$ cat src/rtl/cell_loader.sv
// Streams PORT_WIDTH-bit configuration words onto a shared row bus and pulses one
// slot write enable per word. Optional checksum output: define CELL_LOADER_CHECKSUM_EN.
module cell_loader #(
    parameter int DIMX       = 64,
    parameter int DIMY       = 16,
    parameter int PORT_WIDTH = 32,
    parameter int SLOTS      = DIMX * 4 / PORT_WIDTH
) (
    input  logic                    clk,
    input  logic                    reset,
    input  logic                    start,
    input  logic [PORT_WIDTH-1:0]   in_data,
    input  logic                    in_valid,
    output logic                    in_ready,
    output logic [DIMX*4-1:0]       ram,
    output logic [DIMY*SLOTS-1:0]   write_en,
    output logic                    busy,
    output logic                    done
`ifdef CELL_LOADER_CHECKSUM_EN
    ,
    output logic [PORT_WIDTH-1:0]   checksum
`endif
);

    localparam int ROW_W  = (DIMY > 1) ? $clog2(DIMY) : 1;
    localparam int SLOT_W = (SLOTS > 1) ? $clog2(SLOTS) : 1;
    localparam logic [ROW_W-1:0]  ROW_LAST  = ROW_W'(DIMY - 1);
    localparam logic [SLOT_W-1:0] SLOT_LAST = SLOT_W'(SLOTS - 1);

    typedef enum logic [1:0] {
        IDLE,
        LOAD,
        WRITE,
        DONE
    } state_t;

    state_t              r_state;
    state_t              w_next;
    logic [ROW_W-1:0]    r_row;
    logic [SLOT_W-1:0]   r_slot;
    logic [DIMX*4-1:0]   r_ram;
    logic                w_accept;
    logic                w_start_load;
    logic                w_slot_last;
    logic                w_row_last;

    assign w_accept     = (r_state == LOAD) && in_valid;
    assign w_start_load = (r_state == IDLE) && start;
    assign w_slot_last  = (r_slot == SLOT_LAST);
    assign w_row_last   = (r_row == ROW_LAST);
    assign ram          = r_ram;

    // NOTE: state and data registers use non-blocking assignments so every flop
    // samples the pre-edge values, independent of block evaluation order.
    always_ff @(posedge clk or posedge reset) begin
        if (reset) begin
            r_state <= IDLE;
        end else begin
            r_state <= w_next;
        end
    end

    // NOTE: every output of this block is given a default first, so no path
    // through the case statement can leave a signal unassigned and infer a latch.
    always_comb begin
        w_next   = r_state;
        in_ready = 1'b0;
        busy     = 1'b1;
        done     = 1'b0;
        write_en = '0;
        case (r_state)
            IDLE: begin
                busy = 1'b0;
                if (start) begin
                    w_next = LOAD;
                end
            end
            LOAD: begin
                in_ready = 1'b1;
                if (in_valid) begin
                    w_next = WRITE;
                end
            end
            WRITE: begin
                for (int i = 0; i < DIMY * SLOTS; i++) begin
                    write_en[i] = (i == int'(r_row) * SLOTS + int'(r_slot));
                end
                w_next = (w_slot_last && w_row_last) ? DONE : LOAD;
            end
            DONE: begin
                done   = 1'b1;
                w_next = IDLE;
            end
            default: begin
                w_next = IDLE;
            end
        endcase
    end

    // Counters freeze at the last row/slot on the final write; start clears them.
    always_ff @(posedge clk or posedge reset) begin
        if (reset) begin
            r_row  <= '0;
            r_slot <= '0;
        end else if (w_start_load) begin
            r_row  <= '0;
            r_slot <= '0;
        end else if (r_state == WRITE) begin
            if (!w_slot_last) begin
                r_slot <= r_slot + 1'b1;
            end else if (!w_row_last) begin
                r_slot <= '0;
                r_row  <= r_row + 1'b1;
            end
        end
    end

    // NOTE: the row bus is a plain flop bank, not a RAM macro, so it takes the
    // asynchronous clear like any other register.
    always_ff @(posedge clk or posedge reset) begin
        if (reset) begin
            r_ram <= '0;
        end else if (w_accept) begin
            for (int s = 0; s < SLOTS; s++) begin
                if (s == int'(r_slot)) begin
                    r_ram[s*PORT_WIDTH +: PORT_WIDTH] <= in_data;
                end
            end
        end
    end

`ifdef CELL_LOADER_CHECKSUM_EN
    logic [PORT_WIDTH-1:0] r_checksum;

    always_ff @(posedge clk or posedge reset) begin
        if (reset) begin
            r_checksum <= '0;
        end else if (w_start_load) begin
            r_checksum <= '0;
        end else if (w_accept) begin
            r_checksum <= r_checksum ^ in_data;
        end
    end

    assign checksum = r_checksum;
`endif

endmodule

$ cat config.mk
export PLATFORM = sky130hd
export DESIGN_NAME = cell_loader
export DESIGN_NICKNAME = d
export VERILOG_FILES = /design/src/rtl/cell_loader.sv
export SDC_FILE = /design/constraint.sdc
export NUM_CORES = 1
export LEC_CHECK = 0
export BUFFER_PORTS_ARGS = -buffer_cell sky130_fd_sc_hd__clkbuf_2
export CAP_MARGIN = 0
export CORE_AREA = 2 2 164 166
export CTS_CLUSTER_SIZE = 16
export DETAILED_ROUTE_END_ITERATION = 6
export DIE_AREA = 0 0 166 168
export GPL_ROUTABILITY_DRIVEN = 0
export PLACE_DENSITY = 0.74
export SLEW_MARGIN = 25
export SYNTH_ARGS = -nofsm -noshare
export SYNTH_HDL_FRONTEND = slang
export SYNTH_SLANG_ARGS = --single-unit
export TNS_END_PERCENT = 50
$ cat constraint.sdc
create_clock -name clk -period 19.5 [get_ports clk]
set_clock_uncertainty 0.05 [all_clocks]
set_input_delay 5.85 -clock clk [delete_from_list [all_inputs] [get_ports clk]]
set_output_delay 5.85 -clock clk [all_outputs]
set_load 0.01 [all_outputs]
### Word level (Yosys, flattened, before mapping)

Index checks and enable logic that the tools add are counted.

* register bits after elaboration: 265
* bits of input ports: 36

* add/subtract/negate cells: 3
* equality and inequality tests: 143
* mux-type cells: 16
* reduce and logical (&&, ||, !) cells: 19

Operators by type and width (number)
* $eq 8x32->1 const A: 46
* $eq 7x32->1 const A: 32
* $eq 6x32->1 const A: 16
* $eq 5x32->1 const A: 8
* $eq 7x8->1 const A: 18
* $eq 4x32->1 const A: 4
* $mux 128: 1
* $eq 3x32->1 const A: 2
* $eq 2x32->1 const A: 1
* $logic_not 32->1: 1
* $reduce_and 2->1: 10
* $mux 4: 4
* $eq 3x3->1 const A: 4
* $mux 3: 4
* $add 7x3->8: 1
* $pmux 2 s4: 1
* $eq 2x3->1 const A: 2
* $mux 2: 3
* $ne 2x2->1 const B: 3
* $add 4x1->4 const B: 1
* $eq 2x2->1 const B: 2
* $eq 4x4->1 const B: 1
* $reduce_bool 2->1: 2
* $add 3x1->3 const B: 1
* other kinds (9): 13

### Longest topological paths before layout

* depth after elaboration: 5
* depth in mapped cells: 6

### Least setup slack after synthesis

OpenSTA, ideal clock, no wires.

* path type: reg-to-output
* start: register r_state[0]
* end: output write_en[112]
* data arrival time: 1.384 ns
* data required time: 13.600 ns
* path slack: 12.216 ns
* stages on the path, launching flop included: 6
* path buffers: 2
* path through: dfrtp_1 -> buf_2 -> nor2b_1 -> nand4_1 -> clkbuf_1 -> nor2_1

* word-level cells in the longest chain between the ends: 2

Ends and longest elaborated chain
* start, declared: RTL line 37 `state_t r_state;`
* start signal, assigned: RTL line 59 `r_state <= w_next;`
* $eq 2x2->1: RTL line 71 `case (r_state)`
* $mux 128: RTL line 71
* end, declared: RTL line 16 `output logic [DIMY*SLOTS-1:0] write_en,`

Every way passes these cells.

### Worst setup path in the final report

* start: register r_state[0]
* end: output write_en[109]

Same word-level chain as after synthesis.

==> summary.txt <==
Critical path
  • Critical path cell sequence: nor2_1 -> nand4_1 -> nor2_1 -> clkbuf_2
  • Critical Path RT: 13.60 ns
  • Slowest-stage cell, CP: nand4_1
  • Crit Path Category: reg2out
  • Delay-heaviest family, CP: simple AND/OR/NAND/NOR gates
  • Most Frequent Cell on Critical Path: nor2_1
  • CP bufs+invs: 1
  • Crit start category: flop
  • Nature of the critical path endpoint: output port
  • Worst path max stage delay: 0.72 ns
  • CP Max Fanout: 16
  • Worst EP arrival: 2.55 ns

Yosys
  • Most numerous cell in the Yosys netlist: dfrtp_1
  • Cell variety after synth: 39
  • Number of synthesized flops with an enable pin: 0
  • Synth Register Bits: 265
  • Synth Area per Inst: 13.9 sq um
  • Asr flop ratio synth: 100%
  • Post-Syn Nets: 823
  • Yosys warns: 0
  • Synthesized cell area: 10800 sq um
  • Most common flop cell mapped by yosys: dfrtp_1
  • Register area share after synthesis: 61.3%
  • Synth area leader: dfrtp_1
  • Mapped Cells: 779
  • Top cells by area, synth: dfrtp_1, mux2_2, mux2_1
  • Area share of the leading cell type in the synthesized netlist: 61.3%
  • Most frequent cells after synthesis: dfrtp_1, mux2_2, nor2_1, mux2_1, nand2_1

STA
  • Unrepaired setup endpoints after global routing: no
  • Max Fclk: 0.118 GHz
  • Final setup fails: 0
  • Worst-Margin Slew: 0.861 ns
  • Share of the cycle needed by the critical path after routing: 43.3%
  • Headroom to the max-slew limit: 42.4%
  • TNS Setup: 0 ns
  • Hold Violations, Final: 0
  • Final slew viol count: 0
  • Fin crit period: 8.45 ns

Clocking
  • TritonCTS Buffers: 27
  • Clock transition at path regs: 0.06 ns
  • PostCTS Resize Cnt: 0
  • CTS sink count: 265
  • Setup bufs post-CTS: 0
  • Clock root cell: clkbuf_16
  • CTS tree: built
  • Clock Latency Late Sink: 0.53 ns
  • Max Buffers Root-to-Sink: 3
  • Hold buffer count at CTS: 0
  • H-tree depth: 1

Place
  • Placement Cell Area: 13200 sq um
  • IO Port Bufs: 422
  • Post-DP HPWL: 21.0 mm

Finish
  • Share of cells above drive strength 1: 55.0%
  • N_diodes: 0
  • Area Overhead vs Synth: 30.1%
  • Final #Nets: 1239
  • Finished Cell Area: 14100 sq um
  • Total of fill cells in the finished design: 2272

Floorplanning
  • Die Wd: 166 um
  • Starting Density: 41.1%
  • Die area: 27900 sq um
  • Die H: 168 um
  • # rows: 60
  • CORE AREA: 26400 sq um
  • Io pins: 423

Routing
  • Total wire length: 30.2 mm
  • Drt drc: 0
  • Initial DRC count: 494
  • DR WL/cell: 19.4 um
  • Via count: 7929
  • Vias per cell: 5.10
  • TritonRoute pass-1 iters: 4
  • Final ANT Viol Nets: 0

Power and ir drop
  • Lkg Pwr: 7.61 nW
  • Power density cells: 129 nW/um^2
  • VDD IR-drop max: 0.0000903 V

Global route
  • GRT overflow: 0
  • Largest net degree at the start of global routing: 121
  • Initial antenna violation count: 0
  • Vias in the first global route: 7570
  • All-Layer GR Usage: 20.7%
  • First-pass GRT wire length: 46.0 mm

Run
  • # Max-Cap Violations: 0

Outcome
  • Status: finished, final reports clean

Min path
  • Hold Path Class: reg2reg
==> sequential cells by signal (all words and copies together), names as in the netlist <==
name,count
ram,256
r_row,4
r_slot,3
r_state,2
==> per-layer routing <==
layer	vias to the layer above	share of wire, %	track usage (%)
met5	-	0	0
met4	0	2.6	5.37
met3	63	7.7	4.98
met2	341	46	33.0
met1	4000	43	28.7
li1	3525	-	-
==> where the power goes <==
group | switching [mW] | internal (mW)
logic | 0.268 | 0.239
registers | 0.0841 | 0.704
clock network | 0.213 | 0.306
==> through the flow <==
step	hold WS (ns)	util (%)	cells	worst slack (ns)	power, mW
after floorplan	0.479	-	779	6.30	1.07
after global placement	0.420	49.9	1506	10.94	1.29
after detailed placement	0.432	50.0	1507	10.88	1.31
after CTS	0.445	53.4	1556	11.12	1.83
after global routing	0.450	53.5	1556	10.93	1.91
final	0.441	53.5	1556	11.05	1.81
==> area by class of cell <==
cell class                      count  area, sq um  area share [%]
Timing Repair Buffer              426         2150            15.3
Inverter                            8         37.5           0.266
Tap cell                          341          427            3.03
Clock inverter                      9          113           0.799
Sequential cell                   265         6630            47.1
Multi-Input combinational cell    467         3950            28.0
Clock buffer                       40          785            5.57
==> layout by cell type, fill, tap and decap left out, types with 2 or more instances in the layout <==
cell / Yosys / layout
bufinv_16: 0 / 2
nand3_4: 0 / 2
mux2_1: 68 / 68
buf_6: 9 / 2
ha_1: 8 / 8
clkbuf_8: 0 / 6
buf_4: 7 / 2
o21ai_0: 3 / 3
or3_1: 2 / 2
nor2_1: 131 / 131
mux2i_1: 2 / 2
clkbuf_16: 0 / 27
o21bai_1: 2 / 2
clkbuf_2: 1 / 422
clkinv_2: 0 / 5
nand2b_1: 2 / 2
nand2_4: 0 / 4
nand3_1: 6 / 6
mux2_2: 188 / 188
nand4_1: 3 / 3
nand2_1: 23 / 21
inv_1: 8 / 7
nor2b_1: 3 / 3
dfrtp_1: 265 / 265
clkbuf_1: 7 / 7
o311ai_0: 2 / 2
and3b_1: 2 / 2
a21oi_1: 3 / 3
==> cell families (layout without fill, tap and decap cells) <==
kind of cell    Yosys count  in the layout  share of synthesized area, %
compound gates           12             12                         0.705
fa+ha+maj                 8              8                         0.925
buf+inv                  47            483                          2.68
flops                   265            265                          61.3
mux                     258            258                          26.8
simple gates            189            189                          7.63
==> worst paths after layout <==
| path | start | to | slack, ns | cells after the start |
|---|---|---|---|---|
| max | r_state[0]$_DFFE_PP0P_ | write_en[109] | 11.05 | 4 |
| min | ram[200]$_DFFE_PP0P_ | ram[200]$_DFFE_PP0P_ | 0.44 | 1 |
| max reg2reg | r_slot[0]$_DFFE_PP0P_ | ram[129]$_DFFE_PP0P_ | 17.25 | 5 |
| min reg2reg | ram[200]$_DFFE_PP0P_ | ram[200]$_DFFE_PP0P_ | 0.44 | 1 |
| max in group asynchronous | reset | ram[227]$_DFFE_PP0P_ | 11.83 | 4 |
| min in group asynchronous | reset | ram[154]$_DFFE_PP0P_ | 5.45 | 2 |
No activity file was read; power rests on OpenSTA's default activity.
